`src/rtl/uart_pkg.sv`:
```
// Shared definitions for the uart_txrx receiver and transmitter.
// - uart_state_e : state encoding used by both FSMs
// - calc_cpb()   : clk cycles per serial bit, integer division
package uart_pkg;

  typedef enum logic [1:0] {
    IDLE  = 2'd0,
    START = 2'd1,
    DATA  = 2'd2,
    STOP  = 2'd3
  } uart_state_e;

  function automatic int unsigned calc_cpb(input int unsigned clk_mhz,
                                           input int unsigned bit_rate);
    return (clk_mhz * 32'd1_000_000) / bit_rate;
  endfunction

endpackage

```
`src/rtl/uart_rx.sv`:
```
// 8N1 serial receiver. Samples uart line through a 2-flop synchronizer,
// qualifies the start bit at mid-bit, samples data once per bit period at
// the bit centre and delivers the byte with a one-cycle valid pulse.
// Ports:
//   clk, rstn     : clock, async active-low reset
//   rxd_i         : serial input (asynchronous, idle high)
//   rx_en_i       : receiver enable, low forces IDLE
//   rx_valid_o    : one-cycle pulse, rx_data_o updated
//   rx_break_o    : one-cycle pulse with valid when byte is all zeros
//   rx_data_o     : last received byte
//
// state | meaning
// IDLE  | waiting for a low on the synchronized line
// START | counting to mid start bit, then re-checking the line
// DATA  | sampling PAYLOAD_BITS bits, one per bit period
// STOP  | waiting to mid stop bit, then delivering the byte
module uart_rx
  import uart_pkg::*;
#(
  parameter int unsigned CLK_MHZ      = 50,
  parameter int unsigned BIT_RATE     = 115200,
  parameter int unsigned PAYLOAD_BITS = 8
) (
  input  logic                    clk,
  input  logic                    rstn,
  input  logic                    rxd_i,
  input  logic                    rx_en_i,
  output logic                    rx_valid_o,
  output logic                    rx_break_o,
  output logic [PAYLOAD_BITS-1:0] rx_data_o
);

  localparam int unsigned CPB   = calc_cpb(CLK_MHZ, BIT_RATE);
  localparam int          CNT_W = $clog2(CPB + 1);
  localparam int          IDX_W = $clog2(PAYLOAD_BITS + 1);
  localparam logic [CNT_W-1:0] CNT_FULL = CNT_W'(CPB - 1);
  localparam logic [CNT_W-1:0] CNT_HALF = CNT_W'(CPB / 2 - 1);
  localparam logic [IDX_W-1:0] IDX_LAST = IDX_W'(PAYLOAD_BITS - 1);

  logic                    rxd_s1_q, rxd_s2_q;
  uart_state_e             state_q, state_d;
  logic [CNT_W-1:0]        cnt_q, cnt_d;
  logic [IDX_W-1:0]        idx_q, idx_d;
  logic [PAYLOAD_BITS-1:0] shreg_q, shreg_d;
  logic [PAYLOAD_BITS-1:0] data_q, data_d;
  logic                    valid_q, valid_d;
  logic                    break_q, break_d;
  logic                    bit_done;

  assign bit_done = (cnt_q == '0);

  always_ff @(posedge clk or negedge rstn) begin
    if (!rstn) begin
      rxd_s1_q <= 1'b1;
      rxd_s2_q <= 1'b1;
      state_q  <= IDLE;
      cnt_q    <= '0;
      idx_q    <= '0;
      shreg_q  <= '0;
      data_q   <= '0;
      valid_q  <= 1'b0;
      break_q  <= 1'b0;
    end else begin
      rxd_s1_q <= rxd_i;
      rxd_s2_q <= rxd_s1_q;
      state_q  <= state_d;
      cnt_q    <= cnt_d;
      idx_q    <= idx_d;
      shreg_q  <= shreg_d;
      data_q   <= data_d;
      valid_q  <= valid_d;
      break_q  <= break_d;
    end
  end

  always_comb begin
    state_d = state_q;
    cnt_d   = cnt_q;
    idx_d   = idx_q;
    shreg_d = shreg_q;
    data_d  = data_q;
    valid_d = 1'b0;
    break_d = 1'b0;
    if (!rx_en_i) begin
      // Disabling mid-frame drops the partial byte.
      state_d = IDLE;
      cnt_d   = '0;
      idx_d   = '0;
    end else begin
      unique case (state_q)
        IDLE: begin
          if (!rxd_s2_q) begin
            state_d = START;
            cnt_d   = CNT_HALF;
          end
        end
        START: begin
          if (bit_done) begin
            // Line went back high before mid start bit: treat as glitch.
            state_d = rxd_s2_q ? IDLE : DATA;
            cnt_d   = rxd_s2_q ? '0 : CNT_FULL;
            idx_d   = '0;
          end else begin
            cnt_d = cnt_q - CNT_W'(1);
          end
        end
        DATA: begin
          if (bit_done) begin
            shreg_d = {rxd_s2_q, shreg_q[PAYLOAD_BITS-1:1]};
            cnt_d   = CNT_FULL;
            if (idx_q == IDX_LAST) begin
              state_d = STOP;
              idx_d   = '0;
            end else begin
              idx_d = idx_q + IDX_W'(1);
            end
          end else begin
            cnt_d = cnt_q - CNT_W'(1);
          end
        end
        STOP: begin
          if (bit_done) begin
            // Stop-bit level is deliberately not checked.
            state_d = IDLE;
            data_d  = shreg_q;
            valid_d = 1'b1;
            break_d = (shreg_q == '0);
          end else begin
            cnt_d = cnt_q - CNT_W'(1);
          end
        end
        default: state_d = IDLE;
      endcase
    end
  end

  assign rx_valid_o = valid_q;
  assign rx_break_o = break_q;
  assign rx_data_o  = data_q;

endmodule

```
`src/rtl/uart_tx.sv`:
```
// 8N1 serial transmitter. Accepts a byte in IDLE when tx_en_i is high and
// shifts out start, data (LSB first) and stop bits, each held CPB cycles.
// Ports:
//   clk, rstn  : clock, async active-low reset
//   tx_en_i    : transmit request, only looked at in IDLE
//   tx_data_i  : byte captured on acceptance
//   txd_o      : registered serial output, idle high
//   tx_busy_o  : high from the cycle after acceptance to end of stop bit(s)
//
// state | meaning
// IDLE  | line high, waiting for tx_en_i
// START | driving the start bit
// DATA  | driving PAYLOAD_BITS data bits, LSB first
// STOP  | driving STOP_BITS stop bits
module uart_tx
  import uart_pkg::*;
#(
  parameter int unsigned CLK_MHZ      = 50,
  parameter int unsigned BIT_RATE     = 115200,
  parameter int unsigned PAYLOAD_BITS = 8,
  parameter int unsigned STOP_BITS    = 1
) (
  input  logic                    clk,
  input  logic                    rstn,
  input  logic                    tx_en_i,
  input  logic [PAYLOAD_BITS-1:0] tx_data_i,
  output logic                    txd_o,
  output logic                    tx_busy_o
);

  localparam int unsigned CPB   = calc_cpb(CLK_MHZ, BIT_RATE);
  localparam int          CNT_W = $clog2(CPB + 1);
  localparam int          IDX_W = $clog2(PAYLOAD_BITS + STOP_BITS + 1);
  localparam logic [CNT_W-1:0] CNT_FULL  = CNT_W'(CPB - 1);
  localparam logic [IDX_W-1:0] DATA_LAST = IDX_W'(PAYLOAD_BITS - 1);
  localparam logic [IDX_W-1:0] STOP_LAST = IDX_W'(STOP_BITS - 1);

  uart_state_e             state_q, state_d;
  logic [CNT_W-1:0]        cnt_q, cnt_d;
  logic [IDX_W-1:0]        idx_q, idx_d;
  logic [PAYLOAD_BITS-1:0] shreg_q, shreg_d;
  logic                    txd_q, txd_d;
  logic                    bit_done;

  assign bit_done = (cnt_q == '0);

  always_ff @(posedge clk or negedge rstn) begin
    if (!rstn) begin
      state_q <= IDLE;
      cnt_q   <= '0;
      idx_q   <= '0;
      shreg_q <= '0;
      txd_q   <= 1'b1;
    end else begin
      state_q <= state_d;
      cnt_q   <= cnt_d;
      idx_q   <= idx_d;
      shreg_q <= shreg_d;
      txd_q   <= txd_d;
    end
  end

  always_comb begin
    state_d = state_q;
    cnt_d   = cnt_q;
    idx_d   = idx_q;
    shreg_d = shreg_q;
    txd_d   = txd_q;
    unique case (state_q)
      IDLE: begin
        txd_d = 1'b1;
        if (tx_en_i) begin
          state_d = START;
          shreg_d = tx_data_i;
          txd_d   = 1'b0;
          cnt_d   = CNT_FULL;
          idx_d   = '0;
        end
      end
      START: begin
        if (bit_done) begin
          state_d = DATA;
          txd_d   = shreg_q[0];
          shreg_d = shreg_q >> 1;
          cnt_d   = CNT_FULL;
          idx_d   = '0;
        end else begin
          cnt_d = cnt_q - CNT_W'(1);
        end
      end
      DATA: begin
        if (bit_done) begin
          cnt_d = CNT_FULL;
          if (idx_q == DATA_LAST) begin
            state_d = STOP;
            txd_d   = 1'b1;
            idx_d   = '0;
          end else begin
            txd_d   = shreg_q[0];
            shreg_d = shreg_q >> 1;
            idx_d   = idx_q + IDX_W'(1);
          end
        end else begin
          cnt_d = cnt_q - CNT_W'(1);
        end
      end
      STOP: begin
        if (bit_done) begin
          // Counter is left at zero on return to IDLE.
          if (idx_q == STOP_LAST) begin
            state_d = IDLE;
            idx_d   = '0;
          end else begin
            cnt_d = CNT_FULL;
            idx_d = idx_q + IDX_W'(1);
          end
        end else begin
          cnt_d = cnt_q - CNT_W'(1);
        end
      end
      default: state_d = IDLE;
    endcase
  end

  assign txd_o     = txd_q;
  assign tx_busy_o = (state_q != IDLE);

endmodule

```
`src/rtl/uart_txrx.sv`:
```
// Full-duplex 8N1 UART top: wires an independent receiver and transmitter
// to shared clock, reset and baud configuration.
// Ports:
//   clk, rstn                  : clock, async active-low reset
//   uart_rxd, uart_rx_en       : serial in, receiver enable
//   uart_rx_valid/_break/_data : received byte interface
//   uart_txd                   : serial out
//   uart_tx_en/_busy/_data     : transmit request interface
module uart_txrx
  import uart_pkg::*;
#(
  parameter int unsigned CLK_MHZ      = 50,
  parameter int unsigned BIT_RATE     = 115200,
  parameter int unsigned PAYLOAD_BITS = 8,
  parameter int unsigned STOP_BITS    = 1
) (
  input  logic                    clk,
  input  logic                    rstn,
  input  logic                    uart_rxd,
  input  logic                    uart_rx_en,
  output logic                    uart_rx_valid,
  output logic                    uart_rx_break,
  output logic [PAYLOAD_BITS-1:0] uart_rx_data,
  output logic                    uart_txd,
  input  logic                    uart_tx_en,
  output logic                    uart_tx_busy,
  input  logic [PAYLOAD_BITS-1:0] uart_tx_data
);

  uart_rx #(
    .CLK_MHZ     (CLK_MHZ),
    .BIT_RATE    (BIT_RATE),
    .PAYLOAD_BITS(PAYLOAD_BITS)
  ) u_rx (
    .clk       (clk),
    .rstn      (rstn),
    .rxd_i     (uart_rxd),
    .rx_en_i   (uart_rx_en),
    .rx_valid_o(uart_rx_valid),
    .rx_break_o(uart_rx_break),
    .rx_data_o (uart_rx_data)
  );

  uart_tx #(
    .CLK_MHZ     (CLK_MHZ),
    .BIT_RATE    (BIT_RATE),
    .PAYLOAD_BITS(PAYLOAD_BITS),
    .STOP_BITS   (STOP_BITS)
  ) u_tx (
    .clk      (clk),
    .rstn     (rstn),
    .tx_en_i  (uart_tx_en),
    .tx_data_i(uart_tx_data),
    .txd_o    (uart_txd),
    .tx_busy_o(uart_tx_busy)
  );

endmodule

```
`config.mk`:
```
export PLATFORM = sky130hd
export DESIGN_NAME = uart_txrx
export DESIGN_NICKNAME = d
export VERILOG_FILES = /design/src/rtl/uart_pkg.sv /design/src/rtl/uart_rx.sv /design/src/rtl/uart_tx.sv /design/src/rtl/uart_txrx.sv
export SDC_FILE = /design/constraint.sdc
export NUM_CORES = 1
export LEC_CHECK = 0
export ABC_CLOCK_PERIOD_IN_PS = 3240
export CORE_ASPECT_RATIO = 1.4
export CORE_MARGIN = 2
export CORE_UTILIZATION = 59
export DETAILED_ROUTE_END_ITERATION = 10
export PLACE_DENSITY = 0.8
export SETUP_SLACK_MARGIN = 0.5
export SLEW_MARGIN = 20
export SYNTH_ARGS = -nofsm -noshare
export SYNTH_HDL_FRONTEND = slang
export SYNTH_HIERARCHICAL = 1
export SYNTH_SLANG_ARGS = --single-unit
export TNS_END_PERCENT = 5
```
`constraint.sdc`:
```
create_clock -name clk -period 3.24 [get_ports clk]
set_input_delay 0.81 -clock clk [delete_from_list [all_inputs] [get_ports clk]]
set_output_delay 0.81 -clock clk [all_outputs]
set_load 0.01 [all_outputs]
```
; ---- After elaboration in Yosys (flattened, before gate mapping)
; Index checks and enable logic that the tools add are counted.
[word_totals]
ff_bits = 59
in_bits = 13
output_inout_bits = 12
elab_cells = 115
[op_classes]
addsub = 4
eq_ne = 23
mux = 55
n_reduce_logical = 19
[op_table]
columns = cell, n
row1 = $mux W9, 10
row2 = $mux W4, 10
row3 = $pmux W9 S4, 1
row4 = $mux W8, 4
row5 = $pmux W9 S3, 1
row6 = $mux W2, 13
row7 = $pmux W8 S3, 1
row8 = $logic_not A9 Y1, 2
row9 = $sub A9 B1 Y9 const B, 2
row10 = $pmux W2 S4, 2
row11 = $pmux W4 S4, 1
row12 = $ne A3 B2 Y1 const B, 4
row13 = $reduce_and A3 Y1, 4
row14 = $mux W1, 10
row15 = $ne A2 B1 Y1 const B, 5
row16 = $reduce_and A5 Y1, 2
row17 = $ne A3 B3 Y1 const B, 3
row18 = $add A4 B1 Y4 const B, 2
row19 = $eq A2 B2 Y1 const B, 4
row20 = $eq A4 B3 Y1 const B, 2
row21 = $logic_not A8 Y1, 1
row22 = $pmux W4 S2, 1
row23 = $reduce_and A6 Y1, 1
row24 = $eq A2 B1 Y1 const B, 2
row25 = other kinds (10), 13

; ---- Longest topological paths before layout
[depth]
depth_word = 5
depth_mapped = 8
depth_no_buf = 6

; ---- Hierarchy
; Netlist, hierarchy kept.
[by_module_without_submodules]
columns = mod, instances, cells_each, area_per_inst_um2, seq_area_each_um2
row1 = uart_rx, 1, 173, 1885.6, 878.3
row2 = uart_tx, 1, 148, 1566.5, 601.8

; ---- Least setup slack after synthesis
; OpenSTA, ideal clock, no wires.
[synth_timing]
path_kind = reg2reg
startpoint = reg u_rx.cnt_q[0]
endpoint = reg u_rx.shreg_q[0]
setup_time_ps = 125
t_arrival_ps = 2126
t_required_ps = 3115
setup_slack_ps = 990
stages_incl_launch_ff = 7
n_path_buf = 1
synth_period_minus_slack_ps = 2250
cell_sequence = dfrtp_1 inv_1 ha_1 or4b_1 buf_4 nor4_4 mux2_2
[synth_between]
elab_chain_cells = 2
[synth_lines]
columns = item, line_no
row1 = "start, declared", uart_rx.sv:42  ; logic [CNT_W-1:0] cnt_q, cnt_d;
row2 = "start signal, assigned", uart_rx.sv:67  ; cnt_q <= cnt_d;
row3 = $logic_not A9 Y1, uart_rx.sv:50  ; assign bit_done = (cnt_q == '0);
row4 = $reduce_and A3 Y1 (no line), --
row5 = "end signal, assigned", uart_rx.sv:69  ; shreg_q <= shreg_d;
row6 = "end, declared", uart_rx.sv:44  ; logic [PAYLOAD_BITS-1:0] shreg_q, shreg_d;
; No other way between the ends.
; A chain may end at the register's enable or synchronous reset.

; ---- Final worst setup path
[layout_timing]
startpoint = reg u_rx.cnt_q[0]
endpoint = reg u_rx.data_q[3], in the netlist u_rx/rx_data_o[3]
[layout_between]
elab_chain_cells = 2
[layout_lines]
columns = item, line_no
row1 = $logic_not A9 Y1, uart_rx.sv:50
row2 = $reduce_and A3 Y1 (no line), --
row3 = "end signal, assigned", uart_rx.sv:70  ; data_q <= data_d;
row4 = "end, declared", uart_rx.sv:45  ; logic [PAYLOAD_BITS-1:0] data_q, data_d;
; No other way between the ends.

==> flow_summary_export.csv <==
group,metric,value,unit
sta,hold_ws,366,ps
synth,ys_seq_area_frac,0.429,
synth,async_reset_ff_frac,1.00,
synth,syn-cell-area,0.00345,sq mm
sta,period_needed,2580,ps
critical_path,critPathArrivalTime,2800,ps
final_layout,fin_area,0.00392,sq mm
pwr,switching_power,0.000508,W
place,dp_slack,623,ps
critical_path,worst_ep_required_time,3460,ps
status,status,"complete, no violations",
sta,fin_crit_sh,0.796,
final_layout,nNetsFinal,371,
synth,syn_nets,345,
sta,skew,11.5,ps
sta,slew_headroom,0.554,
grt,grt_use_total,0.261,
final_layout,area_growth,13.6,%
hold_path,hp-start,"u_rx/rxd_s1_q$_DFF_PN1_",
place,place_congestion,0.839,
pwr,seq_power_share,0.477,
die,die_w,68.6,microns
run,cap_violations,0,
routing,ant_nets,0,
routing,dr.pass1.iters,4,
grt,overflow,0,
critical_path,crit_slowest_cell,"or4b_1",
sta,slew_violations,0,
sta,rsz0062_at_grt,"true",
clocking,clock_path_buffers,2,
pwr,p_sw_frac,0.301,
critical_path,endpoint_kind,"flip-flop",
synth,synth_area_per_cell,10.8,sq um
die,floorplan.initialDensity,0.601,
clocking,clock_latency,330,ps
critical_path,timing.critical_path.cells,"inv_1 > ha_1 > or4b_1 > nor3_4 > nand3_2 > mux2_2",
die,pin_count,25,
die,die_y,94.5,microns
clocking,tritoncts,"yes",
pwr,combPwrFrac,0.159,
clocking,h-tree-depth,3,
die,row_count,33,
sta,hold_violations,0,
grt,grt_pass1_wl,12.8,mm
critical_path,crit_path_max_incr_delay,700,ps
clocking,ctsHoldBuffers,0,
routing,drc,0,
critical_path,r2r-start,"u_rx/cnt_q[0]$_DFFE_PN0P_",
clocking,cts_resized,0,
clocking,cts_root_buf,"clkbuf_8",
final_layout,diodes,0,
pwr,p_int,0.00118,W
sta,setup_viol,0,
grt,grt_pass1_vias,2734,
synth,synthCells,321,
hold_path,hold_end,"u_rx/rxd_s2_q$_DFF_PN1_",
synth,synth_cell_type_count,75,
routing,wl_per_cell,18.0,microns
final_layout,instances_no_fill,422,
pwr,p_leak,1.71,nW
place,place_inst,406,
place,place_area,0.00374,sq mm
clocking,cts_buffers,9,
die,core-area,0.00574,sq mm
critical_path,reg2reg_setup_slack,660,ps
synth,synth_edf_count,0,
synth,ys_seq_elements,59,
synth,synth_flop_cell,"dfrtp_1",
sta,worstMarginPinSlew,660,ps
pwr,p_per_area,430,mW/mm^2
sta,setup_ws,662,ps
hold_path,holdPathStages,0,
place,io_buffers,24,
sta,fin_setup_tns,0,ps
place,hpwl,5.32,mm
routing,drt-total-wl,7.61,mm
pwr,p_clk_frac,0.364,
grt,antenna_found_initial,0,
hold_path,hp-class,"reg -> reg",
critical_path,start_kind,"flip-flop",
routing,drtIter0Drc,150,
clocking,post-cts-setup-buffers,0,
routing,viasPerCell,6.34,
die,die_area,0.00649,sq mm
critical_path,crit_fanout,10,
critical_path,r2r_cells,6,
pwr,vdd_drop_max,0.000248,V
critical_path,worstReg2RegEnd,"u_rx/rx_data_o[3]$_DFFE_PN0P_",
final_layout,drive_gt1_frac,0.222,
clocking,cts_sinks,59,
sta,fmax,388,MHz
clocking,clk_pin_slew_worst_paths,80,ps
critical_path,criticalPathCategory,"reg -> reg",
routing,vias,2674,
synth,yosysWarnings,6,
grt,grt_max_degree,25,
## kinds of logic after synthesis
kind of cell,after synthesis,synth area share
AO/OA/AOI/OAI,77,0.157
XOR/XNOR,2,0.00508
adder cells (fa/ha/maj),12,0.0428
buffers and inverters,33,0.0460
flip-flops,59,0.429
multiplexers,37,0.128
AND/OR/NAND/NOR,101,0.193
## area by class of cell
type / instances / area [sq um]
multi-input cells: 229 / 1810
inverters: 16 / 60.1
clock inverters: 6 / 48.8
flip-flops and latches: 59 / 1480
well taps: 70 / 87.6
repair buffers: 32 / 295
fillers: 454 / 1820
clock buffers: 10 / 138
## worst max-delay path: cells and delay by family, from the launching register on
family,cells,cell delay (ps)
buffers and inverters,1,90
muxes,1,360
adders and majority gates,1,240
and+or+nand+nor,3,1340
DFF,1,440
## layer usage
layer / track usage / part of all wire
met1: 0.292 / 0.40
met2: 0.462 / 0.55
met3: 0.0596 / 0.031
met4: 0.105 / 0.017
met5: 0 / 0
## layout by cell type, fill, tap and decap left out, types with 3 or more instances in the layout
cell type	Yosys	final
dfstp_2	3	3
mux2_2	24	24
o21a_1	4	4
clkdlybuf4s50_1	0	23
mux2_4	8	8
nor2_1	15	15
mux2i_1	5	5
dfrtp_1	56	56
nand2_1	11	11
or3_1	6	6
inv_1	16	16
a211oi_1	3	3
nor4_1	8	8
or2_2	4	4
a21oi_1	15	15
ha_1	11	11
nand3_1	5	5
buf_4	1	8
o21ai_0	14	14
clkbuf_8	1	10
nor2b_1	3	3
o31ai_1	4	4
nor3_1	10	10
nor3b_1	6	6
nand4_1	4	4
clkinvlp_4	0	3
nand3b_1	4	4
a31oi_1	10	10
## state kept, by name, indices dropped and copies added (netlist names), 4 cells and up
| signal | count |
|---|---|
| u_rx/cnt_q | 9 |
| u_tx/cnt_q | 9 |
| u_rx/rx_data_o | 8 |
| u_rx/shreg_q | 8 |
| u_tx/shreg_q | 8 |
| u_rx/idx_q | 4 |
| u_tx/idx_q | 4 |
## per-stage QoR
stage	utilization	power, W
2_1_floorplan	-	0.000992
3_3_place_gp	0.651	0.00108
3_5_place_dp	0.651	0.00108
4_1_cts	0.683	0.00170
5_1_grt	0.683	0.00176
6_report	0.683	0.00169
## synth_stat cells (4+ instances only)
master | number | share of area
or2_2 | 4 | 0.0072
a31oi_1 | 10 | 0.018
nor3_1 | 10 | 0.014
ha_1 | 11 | 0.040
nand3_1 | 5 | 0.0072
mux2i_1 | 5 | 0.014
nand4_1 | 4 | 0.0072
or3_1 | 6 | 0.011
o21a_1 | 4 | 0.0087
nor4_1 | 8 | 0.014
dfrtp_1 | 56 | 0.41
o21ai_0 | 14 | 0.020
nand2_1 | 11 | 0.012
nor2_1 | 15 | 0.016
o31ai_1 | 4 | 0.0087
inv_1 | 16 | 0.017
a21oi_1 | 15 | 0.022
nand3b_1 | 4 | 0.0087
mux2_2 | 24 | 0.078
nor3b_1 | 6 | 0.013
clkbuf_1 | 10 | 0.011
mux2_4 | 8 | 0.035
## power groups by stage
stage,Sequential [W],Clock [W],Combinational [W]
2_1_floorplan,0.000796,0,0.000197
3_3_place_gp,0.000815,0,0.000260
3_5_place_dp,0.000817,0,0.000265
4_1_cts,0.000803,0.000632,0.000267
5_1_grt,0.000807,0.000663,0.000293
6_report,0.000805,0.000613,0.000268
## worst max path at each step
stage	startpoint	to	slack [ps]	cells past startpoint
floorplan	u_rx/cnt_q[0]$_DFFE_PN0P_	u_rx/shreg_q[0]$_DFFE_PN0P_	990	6
global placement	u_rx/cnt_q[0]$_DFFE_PN0P_	u_rx/shreg_q[5]$_DFFE_PN0P_	680	5
detailed placement	u_rx/cnt_q[0]$_DFFE_PN0P_	u_rx/shreg_q[4]$_DFFE_PN0P_	620	5
CTS	u_rx/cnt_q[0]$_DFFE_PN0P_	u_rx/shreg_q[4]$_DFFE_PN0P_	600	5
global route	u_rx/cnt_q[0]$_DFFE_PN0P_	u_rx/idx_q[2]$_DFFE_PN0P_	490	6
finish	u_rx/cnt_q[0]$_DFFE_PN0P_	u_rx/rx_data_o[3]$_DFFE_PN0P_	660	6
Note: power is estimated with default switching activity, not from simulation.
